--- config.mk ---
export PLATFORM = sky130hd
export DESIGN_NAME = zx8x_tape_player
export DESIGN_NICKNAME = d
export VERILOG_FILES = /design/src/rtl/zx8x_tape_player.sv
export SDC_FILE = /design/constraint.sdc
export NUM_CORES = 1
export LEC_CHECK = 0
export BUFFER_PORTS_ARGS = -buffer_cell sky130_fd_sc_hd__buf_2
export CAP_MARGIN = 20
export CORE_MARGIN = 3
export CORE_UTILIZATION = 35
export CTS_CLUSTER_SIZE = 10
export DETAILED_ROUTE_END_ITERATION = 10
export SYNTH_ARGS = -nofsm -noshare
export SYNTH_HDL_FRONTEND = slang
export SYNTH_SLANG_ARGS = --single-unit
--- constraint.sdc ---
create_clock -name clk_sys -period 7.18 [get_ports clk_sys]
set_input_delay 1.436 -clock clk_sys [delete_from_list [all_inputs] [get_ports clk_sys]]
set_output_delay 1.436 -clock clk_sys [all_outputs]
set_load 0.02 [all_outputs]
--- src/rtl/zx8x_tape_player.sv ---
// +----------------------------------------------------------------------------+
// | Module      : zx8x_tape_player                                             |
// | Description : Real-time ZX80/ZX81 cassette transmitter. Streams a .o/.p    |
// |               image from the tape buffer RAM as a genuine EAR pulse train  |
// |               that the unpatched ROM LOAD routine can read.                |
// |               Encoding: bit 0 = 4 pulses, bit 1 = 9 pulses, each pulse     |
// |               PULSE_CYC high then PULSE_CYC low, GAP_CYC low after every   |
// |               bit, bytes MSB-first, LEADIN_CYC low before and after.       |
// | Ports       : clk_sys, reset (sync, active-high)                           |
// |               start    - 1-cycle pulse, begin playback                     |
// |               abort    - synchronous stop, no done pulse                   |
// |               zx81     - 1 = prepend blank-name byte 0x80                  |
// |               length   - image byte count, 0..2^AW                         |
// |               rd_addr  - tape buffer address (1-cycle synchronous read)    |
// |               rd_data  - buffer data, valid the cycle after rd_addr        |
// |               tape_out - EAR level, 1 = pulse high                         |
// |               busy     - playback in progress                              |
// |               done     - 1-cycle pulse on normal completion                |
// |               pause    - only with TAPE_PLAYER_PAUSE_EN: freeze playback   |
// | Option      : `define TAPE_PLAYER_PAUSE_EN adds the pause input.           |
// | Revision    : 1.0 - initial release                                        |
// +----------------------------------------------------------------------------+
`default_nettype none

module zx8x_tape_player #(
   parameter int PULSE_CYC  = 7800,
   parameter int GAP_CYC    = 67600,
   parameter int LEADIN_CYC = 26000000,
   parameter int AW         = 14
) (
   input  logic          clk_sys,
   input  logic          reset,
   input  logic          start,
   input  logic          abort,
   input  logic          zx81,
   input  logic [AW:0]   length,
   output logic [AW-1:0] rd_addr,
   input  logic [7:0]    rd_data,
   output logic          tape_out,
   output logic          busy,
   output logic          done
`ifdef TAPE_PLAYER_PAUSE_EN
   ,
   input  logic          pause
`endif
);

   // Shared phase counter is sized for the longest phase.
   localparam int c_MAX_AB  = (PULSE_CYC > GAP_CYC) ? PULSE_CYC : GAP_CYC;
   localparam int c_MAX_CYC = (c_MAX_AB > LEADIN_CYC) ? c_MAX_AB : LEADIN_CYC;
   localparam int c_CW      = $clog2(c_MAX_CYC + 1);

   localparam logic [c_CW-1:0] c_PULSE_LD  = c_CW'(PULSE_CYC - 1);
   localparam logic [c_CW-1:0] c_GAP_LD    = c_CW'(GAP_CYC - 1);
   localparam logic [c_CW-1:0] c_LEADIN_LD = c_CW'(LEADIN_CYC - 1);

   localparam logic [2:0] S_IDLE   = 3'd0;
   localparam logic [2:0] S_LEADIN = 3'd1;
   localparam logic [2:0] S_FETCH  = 3'd2;
   localparam logic [2:0] S_LATCH  = 3'd3;
   localparam logic [2:0] S_BIT_HI = 3'd4;
   localparam logic [2:0] S_BIT_LO = 3'd5;
   localparam logic [2:0] S_GAP    = 3'd6;
   localparam logic [2:0] S_TRAIL  = 3'd7;

   logic [2:0]      r_state;
   logic [c_CW-1:0] r_cnt;
   logic [7:0]      r_shift;
   logic [2:0]      r_bitcnt;
   logic [3:0]      r_pulse;
   logic [AW:0]     r_index;
   logic [AW:0]     r_len;
   logic            r_zx81;
   logic            r_is_name;
   logic            r_done;

   logic            w_stall;
   logic            w_cnt_zero;
   logic [AW:0]     w_idx_next;
   logic            w_more_bytes;
   logic [3:0]      w_pulse_next;
   logic [3:0]      w_pulse_target;

`ifdef TAPE_PLAYER_PAUSE_EN
   assign w_stall = pause & (r_state != S_IDLE);
`else
   assign w_stall = 1'b0;
`endif

   assign w_cnt_zero     = (r_cnt == '0);
   assign w_idx_next     = r_index + (AW+1)'(1);
   assign w_more_bytes   = (w_idx_next < r_len);
   assign w_pulse_next   = r_pulse + 4'd1;
   assign w_pulse_target = r_shift[7] ? 4'd9 : 4'd4;

   assign rd_addr  = r_index[AW-1:0];
   assign busy     = (r_state != S_IDLE);
   // Pause forces the line low even if it interrupts a high half-pulse.
   assign tape_out = (r_state == S_BIT_HI) && !w_stall;
   assign done     = r_done;

   always_ff @(posedge clk_sys) begin
      if (reset) begin
         r_state   <= S_IDLE;
         r_cnt     <= '0;
         r_shift   <= '0;
         r_bitcnt  <= '0;
         r_pulse   <= '0;
         r_index   <= '0;
         r_len     <= '0;
         r_zx81    <= 1'b0;
         r_is_name <= 1'b0;
         r_done    <= 1'b0;
      end else begin
         r_done <= 1'b0;
         if (abort) begin
            // Abort in IDLE also suppresses a simultaneous start.
            r_state <= S_IDLE;
         end else if (!w_stall) begin
            case (r_state)
               S_IDLE: begin
                  if (start) begin
                     r_state   <= S_LEADIN;
                     r_len     <= length;
                     r_zx81    <= zx81;
                     r_index   <= '0;
                     r_is_name <= 1'b0;
                     r_cnt     <= c_LEADIN_LD;
                  end
               end
               S_LEADIN: begin
                  if (w_cnt_zero) begin
                     if (r_zx81) begin
                        // Blank program name: terminator bit set on an empty name.
                        r_shift   <= 8'h80;
                        r_bitcnt  <= 3'd7;
                        r_pulse   <= 4'd0;
                        r_is_name <= 1'b1;
                        r_cnt     <= c_PULSE_LD;
                        r_state   <= S_BIT_HI;
                     end else if (r_len == '0) begin
                        r_cnt   <= c_LEADIN_LD;
                        r_state <= S_TRAIL;
                     end else begin
                        r_state <= S_FETCH;
                     end
                  end else begin
                     r_cnt <= r_cnt - c_CW'(1);
                  end
               end
               S_FETCH: begin
                  r_state <= S_LATCH;
               end
               S_LATCH: begin
                  r_shift  <= rd_data;
                  r_bitcnt <= 3'd7;
                  r_pulse  <= 4'd0;
                  r_cnt    <= c_PULSE_LD;
                  r_state  <= S_BIT_HI;
               end
               S_BIT_HI: begin
                  if (w_cnt_zero) begin
                     r_cnt   <= c_PULSE_LD;
                     r_state <= S_BIT_LO;
                  end else begin
                     r_cnt <= r_cnt - c_CW'(1);
                  end
               end
               S_BIT_LO: begin
                  if (w_cnt_zero) begin
                     if (w_pulse_next < w_pulse_target) begin
                        r_pulse <= w_pulse_next;
                        r_cnt   <= c_PULSE_LD;
                        r_state <= S_BIT_HI;
                     end else begin
                        r_pulse <= 4'd0;
                        r_cnt   <= c_GAP_LD;
                        r_state <= S_GAP;
                     end
                  end else begin
                     r_cnt <= r_cnt - c_CW'(1);
                  end
               end
               S_GAP: begin
                  if (w_cnt_zero) begin
                     if (r_bitcnt != 3'd0) begin
                        r_shift  <= {r_shift[6:0], 1'b0};
                        r_bitcnt <= r_bitcnt - 3'd1;
                        r_cnt    <= c_PULSE_LD;
                        r_state  <= S_BIT_HI;
                     end else if (r_is_name) begin
                        // Name byte is not in the buffer, so index stays at 0.
                        r_is_name <= 1'b0;
                        if (r_len != '0) begin
                           r_state <= S_FETCH;
                        end else begin
                           r_cnt   <= c_LEADIN_LD;
                           r_state <= S_TRAIL;
                        end
                     end else if (w_more_bytes) begin
                        r_index <= w_idx_next;
                        r_state <= S_FETCH;
                     end else begin
                        r_cnt   <= c_LEADIN_LD;
                        r_state <= S_TRAIL;
                     end
                  end else begin
                     r_cnt <= r_cnt - c_CW'(1);
                  end
               end
               S_TRAIL: begin
                  if (w_cnt_zero) begin
                     r_done  <= 1'b1;
                     r_state <= S_IDLE;
                  end else begin
                     r_cnt <= r_cnt - c_CW'(1);
                  end
               end
               default: begin
                  r_state <= S_IDLE;
               end
            endcase
         end
      end
   end

endmodule

`default_nettype wire

Yosys cells after proc, flatten, opt, wreduce, memory -nomap -nowiden
Index checks and enable logic that the tools add are counted.
{"block": "word_totals", "wordCells": 117, "reg_bits": 76, "output_inout_bits": 17}
{"block": "classes", "magnitude_cmp": 2, "n_bitwise": 2, "n_addsub": 4, "eq_ne": 22, "mux": 57, "reduce_logical": 20}
{"cell": "$mux W25", "count": 12}
{"cell": "$pmux W25 S7", "count": 1}
{"cell": "$mux W15", "count": 5}
{"cell": "$mux W3", "count": 16}
{"cell": "$mux W8", "count": 4}
{"cell": "$pmux W15 S2", "count": 1}
{"cell": "$logic_not A25 Y1", "count": 1}
{"cell": "$sub A25 B1 Y25 const B", "count": 1}
{"cell": "$pmux W3 S8", "count": 1}
{"cell": "$pmux W8 S3", "count": 1}
{"cell": "$ne A2 B2 Y1 const B", "count": 11}
{"cell": "$reduce_and A7 Y1", "count": 3}
{"cell": "$mux W4", "count": 5}
{"cell": "$mux W17", "count": 1}
{"cell": "$add A15 B1 Y15 const B", "count": 1}
{"cell": "$logic_not A15 Y1", "count": 1}
{"cell": "$lt A15 B15 Y1", "count": 1}
{"cell": "$reduce_bool A15 Y1", "count": 1}
{"cell": "$reduce_bool A3 Y1", "count": 5}
{"cell": "$eq A3 B3 Y1 const B", "count": 4}
{"cell": "$pmux W4 S3", "count": 1}
{"cell": "$reduce_and A6 Y1", "count": 2}
{"cell": "$ne A5 B5 Y1 const B", "count": 2}
{"cell": "$pmux W3 S3", "count": 1}
{"cell": "18 further kinds", "count": 25}

Longest topological paths before layout
{"block": "depth", "depth_word": 7, "depth_mapped": 13, "depth_no_buf": 12}

Worst setup path before layout
Ideal clock, no wire load.
{"block": "synth_path", "kind": "register -> register", "startpoint": "reg r_index[0]", "endpoint": "reg r_index[11]", "path_buffers": 1, "synth_period_minus_slack_ps": 3646, "path_stages_with_launch": 14, "arrival_ps": 3574, "setup_slack_ps": 3534, "path_cell_list": "dfxtp_1 -> ha_1 -> nand2_1 -> nor4_1 -> nand3_1 -> xnor2_1 -> ha_1 -> a21o_1 -> a21o_1 -> a2111oi_2 -> nand3_4 -> a21oi_4 -> buf_8 -> mux2i_1"}
{"block": "synth_between", "elab_chain_len": 6, "word_cells_on_any_way": 9, "classes_between": "1 x add/sub; 1 x order compare; 1 x eq/ne; 5 x mux; 1 x reduce/logical"}
{"element": "start: declaration", "line_no": "71", "text": "logic [AW:0] r_index;"}
{"element": "start signal: assignment", "line_no": "201", "text": "r_index <= w_idx_next;"}
{"element": "$add A15 B1 Y15 *", "line_no": "91", "text": "assign w_idx_next = r_index + (AW+1)'(1);"}
{"element": "parallel branches: the longest is 5 deep, another holds $lt A15 B15 Y1"}
Every way passes the cells marked *. The select of a mux whose other input is x is not followed.
A chain may end at the register's enable or synchronous reset.

Final worst setup path
{"block": "layout_path", "startpoint": "reg r_index[0]", "endpoint": "reg r_index[8]"}
Same word-level chain as after synthesis.

==> results.toml <==
[drt]
drc = 0
dr.first_iter.drc_count = 416
antenna_left = 0
drt_pass1_iterations = 5
wirelength_um = 13500
via_per_inst = 5.88
num_vias = 4669
wl_per_cell_um = 17.0

[final_layout]
diodes = 0
fin_area_sq_um = 5420
nFillCells = 1413
fin_cells = 794
nets = 663
area_delta_synth_final_pct = 10.4
drive_gt1_share_pct = 13.4

[yosys]
syn_area_per_cell_sq_um = 8.18
post-synth-top-count-cell = "dfxtp_1"
ys_types = 74
synth_area_leaders = "dfxtp_1 (31%), ha_1 (5.4%), mux2i_1 (5.1%)"
yosysWarningCount = 0
synth_commonest_cells = "dfxtp_1 (76), nand2_1 (60), nor2_1 (55), a21oi_1 (33), inv_1 (28)"
synth-edff-count = 0
syn_area_sq_um = 4910
synth_top_area_share_pct = 31.0
syn-num-nets = 649
ys_ff_latch = 76
synth_cells = 600
synth_top_area_cell = "dfxtp_1"
ys.flop_type = "dfxtp_1"
synth-async-reset-ratio_pct = 0
ys_seq_area_share_pct = 31.0

[grt]
grtUsageTotal_pct = 17.2
grt_pass1_vias = 4470
antenna_found_initial = 0
grt_first_pass_wirelength_um = 22300
grt_max_degree = 62
overflow = 0

[placed_design]
portBuffers = 44
dp_hpwl_um = 9520
placed_cells = 779
gp_congestion = 0.895
dpl_cell_area_sq_um = 5120

[power]
clkPwrFrac_pct = 42.4
p_per_area_nw_per_um2 = 196
pwr-share-comb_pct = 14.8
internal_power_uw = 761
ir_worst_vdd_mv = 0.133
p_total_uw = 1060
pwr-share-seq_pct = 42.8
sw_frac_of_total_pct = 28.3
p_leak_uw = 0.00196
power_switching_uw = 300

[clocking]
tritoncts = "done"
cts_hold_buffers = 0
cts-htree-levels = 3
cts_buffer_depth = 2
clock_latency_ps = 340
cts.clk_slew.worst_paths_ps = 60
cts_sinks = 76
cts-root-buf = "clkbuf_16"
cts_resized = 0
cts_setup_buffers = 0
cts_made_buffers = 9

[setup_path]
crit_cells = 12
max_stage_delay_ps = 680
critPathTopFamily = "compound AO/OA/AOI/OAI gates"
rrSetupSlack_ps = 2670
worst_r2r_path_depth = 12
crit_buf_inv = 0
reg2reg_to = "r_index[8]"
required_ps = 7440
crit_chain = "ha_1 > nand2_1 > nor4_1 > nand3_1 > xnor2_1 > ha_1 > a21o_1 > a21o_1 > a2111oi_2 > nand3_4 > a21oi_4 > mux2i_1"
cp_max_fo = 18
crit_type = "reg2reg"
r2r_start = "r_index[0]"
cpMaxStageDelayCell = "nor4_1"
arrival_ps = 4780
startpoint_type = "flip-flop"
end_kind = "flip-flop"

[sta]
slew_violations = 0
period_minus_slack_ps = 4510
hold_ws_ps = 476
finalSetupViolCount = 0
max_freq_mhz = 222
slew_headroom_pct = 33.0
post-route-period-util_pct = 62.9
finalSetupTns_ps = 0
fin_skew_ps = 8.01
grt_setup_unrepaired = "false"
tightest_slew_ps = 1000
hold_viol = 0

[floorplan]
rows = 42
chipWidth_um = 124
coreArea_sq_um = 13500
ios = 45
fp.dieArea_sq_um = 15500
die_h_um = 124
initial_utilization_pct = 36.5

[outcome]
status = "finished, final reports clean"

[job]
cap_violations = 0

[min_path]
hp-class = "reg2reg"
min_to = "r_pulse[3]"
hold_start = "r_pulse[3]"
min_path_cells = 2
-- sequential cells by signal, summed over array words and instances (netlist names) --
name / flops
done: 1
r_index: 15
r_pulse: 4
r_is_name: 1
r_state: 3
r_bitcnt: 3
r_cnt: 25
r_zx81: 1
r_len: 15
r_shift: 8
-- cell type report --
| class | count | area, sq um | share of cell area, % |
|---|---|---|---|
| multi-input combinational | 449 | 3020 | 55.8 |
| clock inverter | 6 | 66.3 | 1.22 |
| clock buffer | 9 | 225 | 4.16 |
| tap | 176 | 220 | 4.07 |
| inverter | 30 | 113 | 2.08 |
| timing repair buffer | 48 | 248 | 4.57 |
| sequential | 76 | 1520 | 28.1 |
-- power groups by stage --
stage / logic (uW) / registers [uW] / clock network [uW]
6_report: 157 / 454 / 450
5_1_grt: 173 / 457 / 472
4_1_cts: 155 / 454 / 460
3_5_place_dp: 154 / 463 / 0
3_3_place_gp: 152 / 462 / 0
2_1_floorplan: 120 / 456 / 0
-- kinds of logic after synthesis --
| family | share of synthesized area, % |
|---|---|
| buf+inv | 7.47 |
| compound gates | 24.5 |
| flops | 31.0 |
| xor+xnor | 3.21 |
| fa+ha+maj | 5.35 |
| mux | 5.10 |
| simple gates | 23.4 |
-- worst reg2reg max path: stages (launching register included) --
cell	delay (ps)
dfxtp_1	440
ha_1	300
nand2_1	90
nor4_1	680
nand3_1	180
xnor2_1	210
ha_1	270
a21o_1	160
a21o_1	180
a2111oi_2	680
nand3_4	370
a21oi_4	610
mux2i_1	280
-- metal layers --
metal	routed length (um)	vias to the layer above	GRT usage, %	part of all wire (%)
met3	702	29	3.60	5.2
met4	291	0	6.51	2.1
met2	6290	145	28.0	46
met5	0	-	0	0
met1	6250	2240	22.2	46
li1	-	2255	-	-
-- cells in the final DEF, fill, tap and decap left out, drive strengths merged, types with 4 or more instances in the layout --
master	Yosys	final
clkbuf	18	9
mux2i	25	25
nor2b	4	4
a21oi	34	34
nand3	21	21
nor4b	4	4
a31oi	13	13
ha	21	21
o32ai	6	6
or3	4	4
xnor2	13	13
clkinv	2	7
nand2b	5	5
a211oi	18	18
a22oi	8	8
nor3	21	21
o211ai	5	5
xor2	5	5
nand4	7	7
a311oi	15	15
inv	28	28
buf	27	48
nor4	18	18
nand2	60	60
a21o	9	9
dfxtp	76	76
nor2	56	56
and3	5	5
o21ai	23	23
-- how the worst max path moves through the flow --
stage / startpoint / endpoint / slack [ps]
floorplan: r_index[0] / r_index[11] / 3530
global placement: r_index[0] / r_index[10] / 2880
detailed placement: r_index[0] / r_index[8] / 2760
CTS: r_index[0] / r_index[1] / 2750
global route: r_index[0] / r_index[10] / 2300
finish: r_index[0] / r_index[8] / 2670
-- through the flow --
stage	util, %	worst slack, ps
after CTS	40.3	2750
after floorplan	-	3530
final	40.3	2670
after global routing	40.3	2300
after global placement	38.0	2880
after detailed placement	38.1	2760
Note: power is estimated with default switching activity, not from simulation.
